[config.mk]
export PLATFORM = sky130hd
export DESIGN_NAME = fir8_stream_adapter
export DESIGN_NICKNAME = d
export VERILOG_FILES = /design/src/rtl/fir8_stream_adapter_pkg.sv /design/src/rtl/fir8_stream_adapter_sync_fifo.sv /design/src/rtl/fir8_stream_adapter.sv
export SDC_FILE = /design/constraint.sdc
export NUM_CORES = 1
export LEC_CHECK = 0
export ABC_AREA = 1
export ABC_CLOCK_PERIOD_IN_PS = 3200
export CELL_PAD_IN_SITES_DETAIL_PLACEMENT = 2
export CELL_PAD_IN_SITES_GLOBAL_PLACEMENT = 2
export CORE_MARGIN = 2
export CORE_UTILIZATION = 45
export CTS_BUF_LIST = sky130_fd_sc_hd__clkbuf_2 sky130_fd_sc_hd__clkbuf_4 sky130_fd_sc_hd__clkbuf_8
export DETAILED_ROUTE_END_ITERATION = 6
export DONT_BUFFER_PORTS = 1
export PLACE_DENSITY = 0.92
export SKIP_LAST_GASP = 1
export SYNTH_ARGS = -nofsm -noshare
export SYNTH_HDL_FRONTEND = slang
export SYNTH_SLANG_ARGS = --single-unit
[constraint.sdc]
create_clock -name ap_clk -period 3.2 [get_ports ap_clk]
set_clock_uncertainty 0.15 [all_clocks]
set_input_delay 0.32 -clock ap_clk [delete_from_list [all_inputs] [get_ports ap_clk]]
set_output_delay 0.32 -clock ap_clk [all_outputs]
set_load 0.02 [all_outputs]
[src/rtl/fir8_stream_adapter_pkg.sv]
// rtl/fir8_stream_adapter_pkg.sv - shared widths, FSM encoding and beat selection for the FIR8 adapter
package fir8_stream_adapter_pkg;

    localparam int BYTE_W = 8;
    localparam int WORD_W = 16;

    typedef enum logic [1:0] {
        ST_IDLE  = 2'd0,
        ST_START = 2'd1,
        ST_WAIT  = 2'd2
    } fsm_state_t;

    function automatic logic [BYTE_W-1:0] beat_byte(
        input logic [WORD_W-1:0] word,
        input logic              second,
        input logic              msb_first
    );
        return (second ^ msb_first) ? word[WORD_W-1:BYTE_W] : word[BYTE_W-1:0];
    endfunction

endpackage

[src/rtl/fir8_stream_adapter_sync_fifo.sv]
// rtl/fir8_stream_adapter_sync_fifo.sv - synchronous FIFO with registered full/empty and fill count
module sync_fifo #(
    parameter int WIDTH = 8,
    parameter int DEPTH = 4
) (
    input  logic                     i_clk,
    input  logic                     i_rst,
    input  logic                     i_push,
    input  logic [WIDTH-1:0]         i_data,
    input  logic                     i_pop,
    output logic [WIDTH-1:0]         o_data,
    output logic                     o_full,
    output logic                     o_empty,
    output logic [$clog2(DEPTH):0]   o_count
);
    localparam int AW = $clog2(DEPTH);
    localparam int CW = AW + 1;

    logic [WIDTH-1:0] r_mem [DEPTH];
    logic [AW-1:0]    r_wptr, r_rptr;
    logic [CW-1:0]    r_count, w_count_nxt;
    logic             r_full, r_empty, w_wr, w_rd;

    // A push while full is only taken when a pop frees the slot in the same cycle
    assign w_wr        = i_push & (~r_full | i_pop);
    assign w_rd        = i_pop & ~r_empty;
    assign w_count_nxt = r_count + CW'(w_wr) - CW'(w_rd);

    always_ff @(posedge i_clk or posedge i_rst) begin
        if (i_rst) begin
            r_wptr  <= '0;
            r_rptr  <= '0;
            r_count <= '0;
            r_full  <= 1'b0;
            r_empty <= 1'b1;
        end else begin
            if (w_wr) r_wptr <= r_wptr + AW'(1);
            if (w_rd) r_rptr <= r_rptr + AW'(1);
            r_count <= w_count_nxt;
            r_full  <= (w_count_nxt == CW'(DEPTH));
            r_empty <= (w_count_nxt == '0);
        end
    end

    always_ff @(posedge i_clk) begin
        if (w_wr) r_mem[r_wptr] <= i_data;
    end

    assign o_data  = r_mem[r_rptr];
    assign o_full  = r_full;
    assign o_empty = r_empty;
    assign o_count = r_count;

endmodule

[src/rtl/fir8_stream_adapter.sv]
// rtl/fir8_stream_adapter.sv - byte stream to FIR8 ap_ctrl_hs bridge with sample and result buffering
module fir8_stream_adapter
    import fir8_stream_adapter_pkg::*;
#(
    parameter int IN_DEPTH  = 4,
    parameter int OUT_DEPTH = 4,
    parameter int TIMEOUT   = 1024,
    parameter bit MSB_FIRST = 1'b1
) (
    input  logic              ap_clk,
    input  logic              ap_rst,
    input  logic [BYTE_W-1:0] din,
    input  logic              din_vld,
    output logic              din_rdy,
    output logic [BYTE_W-1:0] dout,
    output logic              dout_vld,
    input  logic              dout_rdy,
    output logic              fir_ap_start,
    output logic [BYTE_W-1:0] fir_x,
    input  logic              fir_ap_done,
    input  logic              fir_ap_idle,
    input  logic              fir_ap_ready,
    input  logic              fir_y_ap_vld,
    input  logic [WORD_W-1:0] fir_y,
    output logic              busy,
    output logic              err_timeout,
    output logic              err_ovf
);
    localparam int TW     = $clog2(TIMEOUT + 1);
    localparam int IN_CW  = $clog2(IN_DEPTH) + 1;
    localparam int OUT_CW = $clog2(OUT_DEPTH) + 1;

    fsm_state_t        r_state, w_state_nxt;
    logic [TW-1:0]     r_tmo;
    logic [BYTE_W-1:0] r_x;
    logic [WORD_W-1:0] r_hold;
    logic              r_hold_vld, r_beat, r_rdy_en, r_err_tmo, r_err_ovf;

    logic              w_in_push, w_in_pop, w_in_full, w_in_empty;
    logic [BYTE_W-1:0] w_in_data;
    logic [IN_CW-1:0]  w_in_count;
    logic              w_out_push, w_out_full, w_out_empty, w_ser_load;
    logic [WORD_W-1:0] w_out_data;
    logic [OUT_CW-1:0] w_out_count;
    logic              w_abort, w_tmo_hit;

    sync_fifo #(.WIDTH(BYTE_W), .DEPTH(IN_DEPTH)) u_in_fifo (
        .i_clk   (ap_clk),
        .i_rst   (ap_rst),
        .i_push  (w_in_push),
        .i_data  (din),
        .i_pop   (w_in_pop),
        .o_data  (w_in_data),
        .o_full  (w_in_full),
        .o_empty (w_in_empty),
        .o_count (w_in_count)
    );

    sync_fifo #(.WIDTH(WORD_W), .DEPTH(OUT_DEPTH)) u_out_fifo (
        .i_clk   (ap_clk),
        .i_rst   (ap_rst),
        .i_push  (w_out_push),
        .i_data  (fir_y),
        .i_pop   (w_ser_load),
        .o_data  (w_out_data),
        .o_full  (w_out_full),
        .o_empty (w_out_empty),
        .o_count (w_out_count)
    );

    // r_rdy_en keeps din_rdy low while reset is held even though the FIFO reads as not full
    assign din_rdy    = r_rdy_en & ~w_in_full;
    assign w_in_push  = din_vld & din_rdy;
    assign w_out_push = fir_y_ap_vld & ~w_out_full;
    assign w_ser_load = ~w_out_empty & (~r_hold_vld | (dout_rdy & r_beat));
    assign w_tmo_hit  = (r_tmo == TW'(TIMEOUT - 1));

    always_comb begin
        w_state_nxt = r_state;
        w_in_pop    = 1'b0;
        w_abort     = 1'b0;
        case (r_state)
            ST_IDLE: begin
                // Requiring a free result slot keeps the single in-flight call from overflowing
                if (!w_in_empty && !w_out_full && fir_ap_idle) begin
                    w_in_pop    = 1'b1;
                    w_state_nxt = ST_START;
                end
            end
            ST_START: begin
                if (fir_ap_ready) begin
                    w_state_nxt = fir_ap_done ? ST_IDLE : ST_WAIT;
                end else if (w_tmo_hit) begin
                    w_abort     = 1'b1;
                    w_state_nxt = ST_IDLE;
                end
            end
            ST_WAIT: begin
                if (fir_ap_done) begin
                    w_state_nxt = ST_IDLE;
                end else if (w_tmo_hit) begin
                    w_abort     = 1'b1;
                    w_state_nxt = ST_IDLE;
                end
            end
            default: w_state_nxt = ST_IDLE;
        endcase
    end

    always_ff @(posedge ap_clk or posedge ap_rst) begin
        if (ap_rst) begin
            r_state   <= ST_IDLE;
            r_tmo     <= '0;
            r_x       <= '0;
            r_rdy_en  <= 1'b0;
            r_err_tmo <= 1'b0;
            r_err_ovf <= 1'b0;
        end else begin
            r_state  <= w_state_nxt;
            r_rdy_en <= 1'b1;
            r_tmo    <= (r_state == ST_IDLE || w_state_nxt == ST_IDLE) ? '0 : r_tmo + TW'(1);
            if (w_in_pop) r_x <= w_in_data;
            if (w_abort) r_err_tmo <= 1'b1;
            if (fir_y_ap_vld && w_out_full) r_err_ovf <= 1'b1;
        end
    end

    always_ff @(posedge ap_clk or posedge ap_rst) begin
        if (ap_rst) begin
            r_hold     <= '0;
            r_hold_vld <= 1'b0;
            r_beat     <= 1'b0;
        end else if (w_ser_load) begin
            r_hold     <= w_out_data;
            r_hold_vld <= 1'b1;
            r_beat     <= 1'b0;
        end else if (r_hold_vld && dout_rdy) begin
            if (r_beat) r_hold_vld <= 1'b0;
            else        r_beat     <= 1'b1;
        end
    end

    assign fir_ap_start = (r_state == ST_START);
    assign fir_x        = r_x;
    assign dout         = beat_byte(r_hold, r_beat, MSB_FIRST);
    assign dout_vld     = r_hold_vld;
    assign busy         = (r_state != ST_IDLE) | (w_in_count != '0) | (w_out_count != '0) | r_hold_vld;
    assign err_timeout  = r_err_tmo;
    assign err_ovf      = r_err_ovf;

endmodule

==> metrics.md <==
| Metric | Value |
|---|---|
| Outcome | completed |
| Critical path type | register to register |
| Detailed Route WL | ~19000 um |
| Commonest non-fill, non-tap cell in the layout | edfxtp_1 |
| P_int | approximately 0.004 W |
| Largest net degree at the start of global routing | 43 |
| Total die area | about 15000 sq um |
| Leakage power total | between 2 and 3 nW |
| R2R cell count | 11 |
| Post-CTS repair timing setup buffer count | 0 |
| Critical Path AT | 3.03 ns |
| GPL Wtd Cong | just over 0.8 |
| Hold Violations, Final | 0 |
| CTS sink count | about 160 |
| Hold Crit Depth | 2 |
| Final nets | approximately 630 |
| Critical Path Sink Type | register |
| Met2 WL | 10100 um |
| Crit share post-route | 87.1% |
| Final Power | ~0.0069 W |
| Die Width | between 100 and 150 um |
| Routed Antenna Nets | 0 |
| Comb power frac | between 30% and 40% |
| Synth Instances | roughly 540 |
| Netlist cell types | 31 |
| Hold Path End | u_in_fifo.r_wptr[0]$_DFFE_PP0P_ |
| Most frequent cells in the layout | 96 x edfxtp_1, 90 x nor2_1, 67 x o21ai_0, 62 x nand2_1, 58 x dfrtp_1 |
| DRT Pass-1 Iters | 4 |
| Fmax | 359 MHz |
| Avg Inst Size Synth | about 12 sq um |
| Sequential share of power | ~44% |
| Period minus WS final | roughly 2.8 ns |
| Final setup fails | 0 |
| WP data required | 3.44 ns |
| Core Rows | 43 |
| Setup_tns | 0 ns |
| Top FF cell, synth | edfxtp_1 |
| Vias | approximately 4200 |
| Top routing layer in use | met4 |
| Global route overflow | 0 |
| Count of pins over their slew limit | 0 |
| Buffer depth of the longest clock path | 2 |
| IO Pins | 54 |
| Drt wl/cell | about 25 um |
| CTS Buf Count | 17 |
| Hold Slack | around 0.047 ns |
| R2R Path End | u_in_fifo.o_full$_DFF_PP0_ |
| RSZ-0062 raised after global routing | no |
| Critical R2R Launch | r_state[1]$_DFF_PP0_ |
| Seq cells post-synth | around 160 |
| EDFF count, synth | 96 |
| HP Class | input port to register |
| DP HPWL | between 10000 and 15000 um |
| Sw Pwr | roughly 0.0029 W |
| Initial Util | between 40% and 50% |
| Slew HR | 38.4% |
| Setup WS post-layout | 0.414 ns |
| Initial antenna violation count | 1 |
| Worst Min Path Start | din_vld |
| Post-synthesis async set-or-reset flop share | roughly two fifths |
| First-pass GRT wire length | between 20000 and 30000 um |
| Met3 WL | 887 um |
| 1st-iter DRT viols | 210 |
| Clock transition time at the flip-flop clock pins of the worst setup and hold paths | 0.09 ns |
| Post-Syn Nets | around 600 |
| Sequential element share of the synthesized area | 68.6% |
| Vias/cell | roughly 5.4 |
| Worst Setup Start Kind | register |
| Yosys warning count | 0 |
| Worst vdd ir | 0.524 mV |
| Vias in the first global route | roughly 5000 |
| Fraction of layout cells with a size suffix above 1 | 11.9% |
| CTS root buf | clkbuf_8 |
| Layout area overhead | 14.0% |
| Post-place setup slack | about 0.45 ns |
| PortBufs | 0 |
| Cell area after synthesis | 6390 sq um |
| CTS tree | done |
| Reg-to-reg slack, setup | between 0.4 and 0.5 ns |
| Clk_lat worst skew | between 0.4 and 0.5 ns |
| WL met1 | ~7400 um |
| Fill count | 1327 |
| Sw Ratio | 42.6% |
| CP max FO | 12 |
| Max Cap Viol | 0 |
| Worst-margin pin slew | about 0.92 ns |
| Clock power share | 21.9% |
| Total Routing Usage GR | 27.0% |
| Core area | roughly 14000 sq um |
| Htree depth | 4 |
| CTS resizes | 0 |
| DRC Markers | 0 |
| Die H | 123 um |
| Pwr dens | 948 nW/um^2 |
-- logic make-up after synthesis --
family / after synthesis / share of synthesized area (%)
flops: 156 / 68.6
other cells: 1 / 0.0587
fa+ha+maj: 19 / 3.95
simple gates: 184 / 12.2
buf+inv: 72 / 4.56
xor+xnor: 18 / 2.47
compound gates: 94 / 8.14
-- synth_stat cells, drive strengths merged (5+ instances only) --
cell    count  area, sq um
nand2      66          258
buf        12         66.3
xnor2       6         52.6
inv        52          195
dfrtp      58         1450
a31oi       8         50.1
ha         17          213
nand3       5         30.0
nor2      104          435
o21ai      67          335
xor2       12          105
clkbuf      8         30.0
edfxtp     96         2880
o22ai      17          120
-- worst max path at each step --
stage                    startpoint                          end  cells past startpoint
4_1_cts        r_state[1]$_DFF_PP0_   u_in_fifo.o_full$_DFF_PP0_                     11
5_1_grt        r_state[1]$_DFF_PP0_   u_in_fifo.o_full$_DFF_PP0_                     11
3_5_place_dp     r_beat$_DFFE_PP0P_  u_out_fifo.o_full$_DFF_PP0_                     10
3_3_place_gp   r_state[0]$_DFF_PP0_   u_in_fifo.o_full$_DFF_PP0_                     11
6_report       r_state[1]$_DFF_PP0_   u_in_fifo.o_full$_DFF_PP0_                     11
2_1_floorplan  r_state[0]$_DFF_PP0_   u_in_fifo.o_full$_DFF_PP0_                     11
-- final cells by class --
| cell class | instances | area (sq um) | area share, % |
|---|---|---|---|
| well taps | 180 | 225 | 3.09 |
| inverters | 52 | 195 | 2.68 |
| multi-input cells | 316 | 1710 | 23.5 |
| clock buffers | 17 | 234 | 3.21 |
| clock inverters | 15 | 155 | 2.13 |
| flip-flops and latches | 156 | 4390 | 60.2 |
| diodes | 1 | 2.50 | 0.0343 |
| repair buffers | 40 | 375 | 5.15 |
-- stage by stage --
stage / instances / area [sq um] / util (%)
after floorplan: 544 / 6390 / -
after global placement: 714 / 6600 / 47.5
after detailed placement: 714 / 6600 / 47.5
after CTS: 776 / 7290 / 52.5
after global routing: 777 / 7290 / 52.5
final: 777 / 7290 / 52.5
-- flip-flops by register name (all words and copies together) (netlist names), 3 cells and up --
register	count
fir_x	8
r_hold	16
u_in_fifo.r_mem	32
u_out_fifo.o_count	3
u_out_fifo.r_mem	64
r_tmo	11
u_in_fifo.o_count	3
-- routing by layer --
metal  vias to the layer above  track usage, %
met5                         -               0
met4                         0            13.4
met3                        57            7.43
met2                       110            47.8
met1                      2169            29.8
li1                       1897               -
-- what timing repair did --
| item | CTS | global route |
|---|---|---|
| setup endpoints to repair | 0 | 0 |
| hold buffers | 30 | 0 |
| hold endpoints to repair | 140 | 0 |
-- power groups by stage --
stage / sequential (W) / clock (W) / combinational, W
2_1_floorplan: 0.00290 / 0 / 0.00160
3_3_place_gp: 0.00301 / 0 / 0.00193
3_5_place_dp: 0.00308 / 0 / 0.00223
4_1_cts: 0.00306 / 0.00152 / 0.00233
5_1_grt: 0.00311 / 0.00161 / 0.00259
6_report: 0.00307 / 0.00151 / 0.00233
-- worst max-delay path, cell delays in order (launching register included) --
cell and delay [ns]:
dfrtp_1 0.44, inv_1 0.11, ha_1 0.22, inv_2 0.10, nor2_2 0.05, buf_4 0.17, ha_1 0.29, inv_1 0.04
ha_1 0.20, fa_1 0.39, xor2_1 0.30, nor3b_1 0.24
No activity file was read; power rests on OpenSTA's default activity.
